<file path="config.mk">
export PLATFORM = sky130hd
export DESIGN_NAME = port_scheduler
export DESIGN_NICKNAME = d
export VERILOG_FILES = /design/src/rtl/hydra_pkg.sv /design/src/rtl/prior_picker.sv /design/src/rtl/port_scheduler.sv
export SDC_FILE = /design/constraint.sdc
export NUM_CORES = 1
export LEC_CHECK = 0
export BUFFER_PORTS_ARGS = -buffer_cell sky130_fd_sc_hd__buf_2
export CAP_MARGIN = 20
export CORE_ASPECT_RATIO = 2
export CORE_MARGIN = 1.5
export CORE_UTILIZATION = 30
export DETAILED_ROUTE_END_ITERATION = 10
export HOLD_SLACK_MARGIN = 0.15
export PLACE_DENSITY_LB_ADDON = 0.08
export SLEW_MARGIN = 20
export SYNTH_ARGS = -nofsm -noshare
export SYNTH_HDL_FRONTEND = slang
export SYNTH_SLANG_ARGS = --single-unit
</file>
<file path="constraint.sdc">
create_clock -name clk -period 2.6 [get_ports clk]
set_input_delay 0.52 -clock clk [delete_from_list [all_inputs] [get_ports clk]]
set_output_delay 0.52 -clock clk [all_outputs]
set_load 0.1 [all_outputs]
</file>
<file path="src/rtl/hydra_pkg.sv">
// hydra_pkg: shared scheduler constants, FSM state type and WRR weight helper.
package hydra_pkg;
    localparam int NUM_PRIOR = 8;
    localparam int PRIOR_W   = 3;
    localparam int CREDIT_W  = 4;
    typedef enum logic [1:0] {ARB, ISSUE, BUSY} sched_state_t;
    function automatic logic [CREDIT_W-1:0] wrr_weight(input int p);
        return CREDIT_W'(NUM_PRIOR - p);
    endfunction
endpackage

</file>
<file path="src/rtl/prior_picker.sv">
// prior_picker: combinational find-first-set; lowest set index wins.
module prior_picker import hydra_pkg::*; (
    input  logic [NUM_PRIOR-1:0] mask,
    output logic                 any,
    output logic [PRIOR_W-1:0]   idx
);
    assign any = |mask;
    always_comb begin
        idx = '0;
        for (int i = NUM_PRIOR - 1; i >= 0; i--) if (mask[i]) idx = PRIOR_W'(i);
    end
endmodule

</file>
<file path="src/rtl/port_scheduler.sv">
// port_scheduler: per-port strict-priority / WRR dequeue scheduler with
// valid/ack offer to the read engine and hold-off until the packet is read.
module port_scheduler import hydra_pkg::*; (
    input  logic                 clk,
    input  logic                 rst,
    input  logic                 wrr_en,
    input  logic [NUM_PRIOR-1:0] queue_not_empty,
    input  logic                 ready,
    output logic                 issue_vld,
    output logic [PRIOR_W-1:0]   issue_prior,
    input  logic                 issue_ack,
    input  logic                 pkt_done,
    output logic                 busy
);
    sched_state_t         state_q, state_d;
    logic [PRIOR_W-1:0]   prior_q, prior_d;
    logic [CREDIT_W-1:0]  credit_q [NUM_PRIOR];
    logic [CREDIT_W-1:0]  credit_d [NUM_PRIOR];
    logic                 wrr_q;
    logic [NUM_PRIOR-1:0] eligible;
    logic                 any;
    logic [PRIOR_W-1:0]   idx;
    logic                 reload, dec;
    always_comb begin
        for (int p = 0; p < NUM_PRIOR; p++)
            eligible[p] = queue_not_empty[p] & (~wrr_en | (credit_q[p] != '0));
    end
    prior_picker u_pick (.mask(eligible), .any(any), .idx(idx));
    // Reload on a registered 0->1 of wrr_en, or at end of round (work pending, no credit left).
    assign reload = (wrr_en & ~wrr_q)
                  | ((state_q == ARB) & wrr_en & ready & (|queue_not_empty) & ~any);
    assign dec    = (state_q == ISSUE) & issue_ack & wrr_en & (credit_q[prior_q] != '0);
    always_comb begin
        state_d = state_q;
        case (state_q)
            ARB:     if (ready & any) state_d = ISSUE;
            ISSUE:   if (issue_ack) state_d = BUSY;
                     else if (!queue_not_empty[prior_q]) state_d = ARB;
            BUSY:    if (pkt_done) state_d = ARB;
            default: state_d = ARB;
        endcase
        prior_d = ((state_q == ARB) & ready & any) ? idx : prior_q;
        for (int p = 0; p < NUM_PRIOR; p++)
            credit_d[p] = reload ? wrr_weight(p)
                        : (dec & (prior_q == PRIOR_W'(p))) ? credit_q[p] - 1'b1
                        : credit_q[p];
    end
    always_ff @(posedge clk or posedge rst) begin
        if (rst) begin
            state_q <= ARB;
            prior_q <= '0;
            wrr_q   <= 1'b0;
            for (int p = 0; p < NUM_PRIOR; p++) credit_q[p] <= wrr_weight(p);
        end else begin
            state_q  <= state_d;
            prior_q  <= prior_d;
            wrr_q    <= wrr_en;
            credit_q <= credit_d;
        end
    end
    assign issue_vld   = (state_q == ISSUE);
    assign busy        = (state_q == BUSY);
    assign issue_prior = prior_q;
endmodule

</file>
==> impl_metrics.ini <==
[logic_synthesis]
synth_simple_gate_area_share_pct = 27.2
yosysUniqueCellTypes = 50
yosys.area_share.xor_xnor_pct = 5.08
synth_compound_area_share_pct = 10.3
synth_top_family_by_area = simple AND/OR/NAND/NOR gates
syn_nets = 269
yosys.area.top_type = dfrtp_1
synth_warnings = 0
synthFlopType = dfrtp_1
ys_seq_elements = 38
yosys-top-cells-count = dfrtp_1, inv_1, nor2_1, nand2_1
ys_seq_area_share_pct = 40.1
avgSynthCellArea_um2 = 9.98
syn-cell-area_um2 = 2410
synthTopCellsByArea = dfrtp_1, dfstp_2, ha_1
yosysMostFrequentCell = dfrtp_1
synthCells = 242
synth-async-reset-ratio_pct = 100
synthAdderAreaFrac_pct = 6.74
synth_edf_count = 0
synth.top_cell.area_share_pct = 25.9
muxShareOfSynthArea_pct = 5.08

[finish]
utilization_pct = 35.2
nets = 292
diodes = 0
drive_above_1_share_pct = 21.8
num-fill-cells = 825
area.growth.synth_to_final_pct = 15.0

[power]
power.switching_uw = 942
p_per_area_nw_per_um2 = 809
switching_share_pct = 41.9
finalPower_mw = 2.25
comb_power_share_pct = 35.8
p_leak_nw = 1.18
p_int_mw = 1.31
peakVddDrop_mv = 0.267
pwr-share-clk_pct = 26.8
pwr-share-seq_pct = 37.4

[die]
die_area_um2 = 8630
dieHeight_um = 130
rows = 46
io_pins = 19
start_util_pct = 30.6
die_width_um = 66.4
design.core.area_um2 = 7890

[timing]
relSlewSlack_pct = 56.3
finalSetupViolations = 0
worst_pin_slew_ps = 656
finalHoldViolations = 0
fin_crit_sh_pct = 89.0
slew_viol_final = 0
clock_skew_ps = 2.30
rsz0062_at_grt = no
period_minus_slack_ps = 2310
fin_tns_setup_ps = 0
timing.fmax_mhz = 432
holdWs_ps = 365

[grt]
grt_max_degree = 39
grt_usage_pct = 16.5
grt_pass1_vias = 1956
antenna_found_initial = 0
grt_pass1_wl_mm = 10.3
grt.overflow.total = 0

[detailed_routing]
avgViaCountPerCell = 5.27
vias = 1909
drt_iter0_drc = 71
drc = 0
final_antenna_net_count = 0
drtPass1Iterations = 4
routed_wl_mm = 6.42
detail_route.wl_per_cell_um = 17.7

[clock_network]
clock-sinks = 38
path_clk_slew_ps = 60
cts_buffers = 5
cts_tree = built
post-cts-setup-buffers = 0
clock_latency_ps = 280
htreeDepth = 2
cts_resized = 0
holdBufCountCts = 0
root_buffer = clkbuf_16
clockBufferDepth = 2

[worst_setup_path]
cp.arrival_ps = 2520
crit_path_start = credit_q[5]
cp-start-kind = flop
endpoint_kind = flop
crit_required_ps = 2800
rr_startpoint = credit_q[5]
crit_type = reg -> reg
worstPathMaxFanout = 32

[run]
max-cap-violations = 0

[status]
outcome = complete, no violations

[placed_design]
hpwl_mm = 4.63
io_buffers = 18
routabilityCongestion = 0.834

[hold_path]
worstHoldPathType = in -> async
[logic make-up (layout without fill, tap and decap cells)]
logic type / count (synthesis) / after routing
XOR/XNOR: 14 / 14
flip-flops: 38 / 38
adder cells (fa/ha/maj): 13 / 13
multiplexers: 7 / 7
AND/OR/NAND/NOR: 106 / 106
buffers and inverters: 32 / 56
AO/OA/AOI/OAI: 32 / 32
[power groups by stage]
stage / Clock, mW / Sequential, mW / Combinational [mW]
2_1_floorplan: 0 / 0.915 / 0.544
3_3_place_gp: 0 / 0.853 / 0.818
3_5_place_dp: 0 / 0.852 / 0.816
4_1_cts: 0.620 / 0.844 / 0.819
5_1_grt: 0.652 / 0.859 / 0.870
6_report: 0.603 / 0.840 / 0.806
[stage by stage]
stage,std cells,setup slack [ps],instance area [um2]
after global placement,354,211,2640
after detailed placement,354,164,2640
final,362,286,2780
after CTS,362,282,2780
after floorplan,242,189,2410
after global routing,362,142,2780
[path summary, 6_finish.rpt]
kind	endpoint	slack [ps]	cells past startpoint
setup / recovery	credit_q[26]	290	10
setup reg to reg	credit_q[26]	290	10
hold reg to reg	credit_q[23]	510	2
min in group clk	state_q[0]	460	2
hold / removal	credit_q[11]	370	3
max in group asynchronous	credit_q[16]	1860	3
[sequential cells by signal, summed over array words and instances, names as in the netlist]
register,cells
credit_q,32
issue_prior,3
state_q,2
wrr_q,1
[worst max-delay path, cell delays in order (launching register included)]
cell and delay [ps]:
dfstp_2 560, inv_1 50, ha_1 200, nor4bb_1 150
buf_4 150, a2bb2oi_1 120, buf_4 150, nand4bb_4 90
o22ai_2 100, buf_12 180, or3b_2 460
[layout make-up]
class	instances	area, um2	share of cell area [%]
well taps	96	120	4.32
flip-flops and latches	38	967	34.8
inverters	23	86.3	3.11
multi-input cells	172	1310	47.3
repair buffers	25	155	5.59
clock buffers	8	136	4.91
[cell usage in the layout, fill, tap and decap left out, types with 4 or more instances in the layout]
| cell type | synthesis | layout |
|---|---|---|
| dfrtp_1 | 25 | 25 |
| inv_1 | 23 | 23 |
| nor2_1 | 22 | 22 |
| buf_2 | 3 | 18 |
| nand2_1 | 15 | 15 |
| xnor2_1 | 13 | 13 |
| ha_1 | 13 | 13 |
| dfstp_2 | 13 | 13 |
| nand3_1 | 8 | 8 |
| nor3_1 | 8 | 8 |
| nand2b_1 | 8 | 8 |
| nor4_1 | 7 | 7 |
| or4_1 | 7 | 7 |
| buf_4 | 3 | 6 |
| a21oi_1 | 5 | 5 |
| o41ai_1 | 5 | 5 |
| clkbuf_16 | 0 | 5 |
| nand4bb_1 | 4 | 4 |
| nor2b_1 | 4 | 4 |
| mux4_2 | 4 | 4 |
[routing by layer]
metal | vias to the layer above | GRT usage [%] | wire [um]
met5 | - | 0 | 0
met4 | 0 | 6.36 | 129
met3 | 7 | 3.19 | 159
met2 | 29 | 31.6 | 3690
met1 | 953 | 16.9 | 2440
li1 | 920 | - | -
Note: power is estimated with default switching activity, not from simulation.
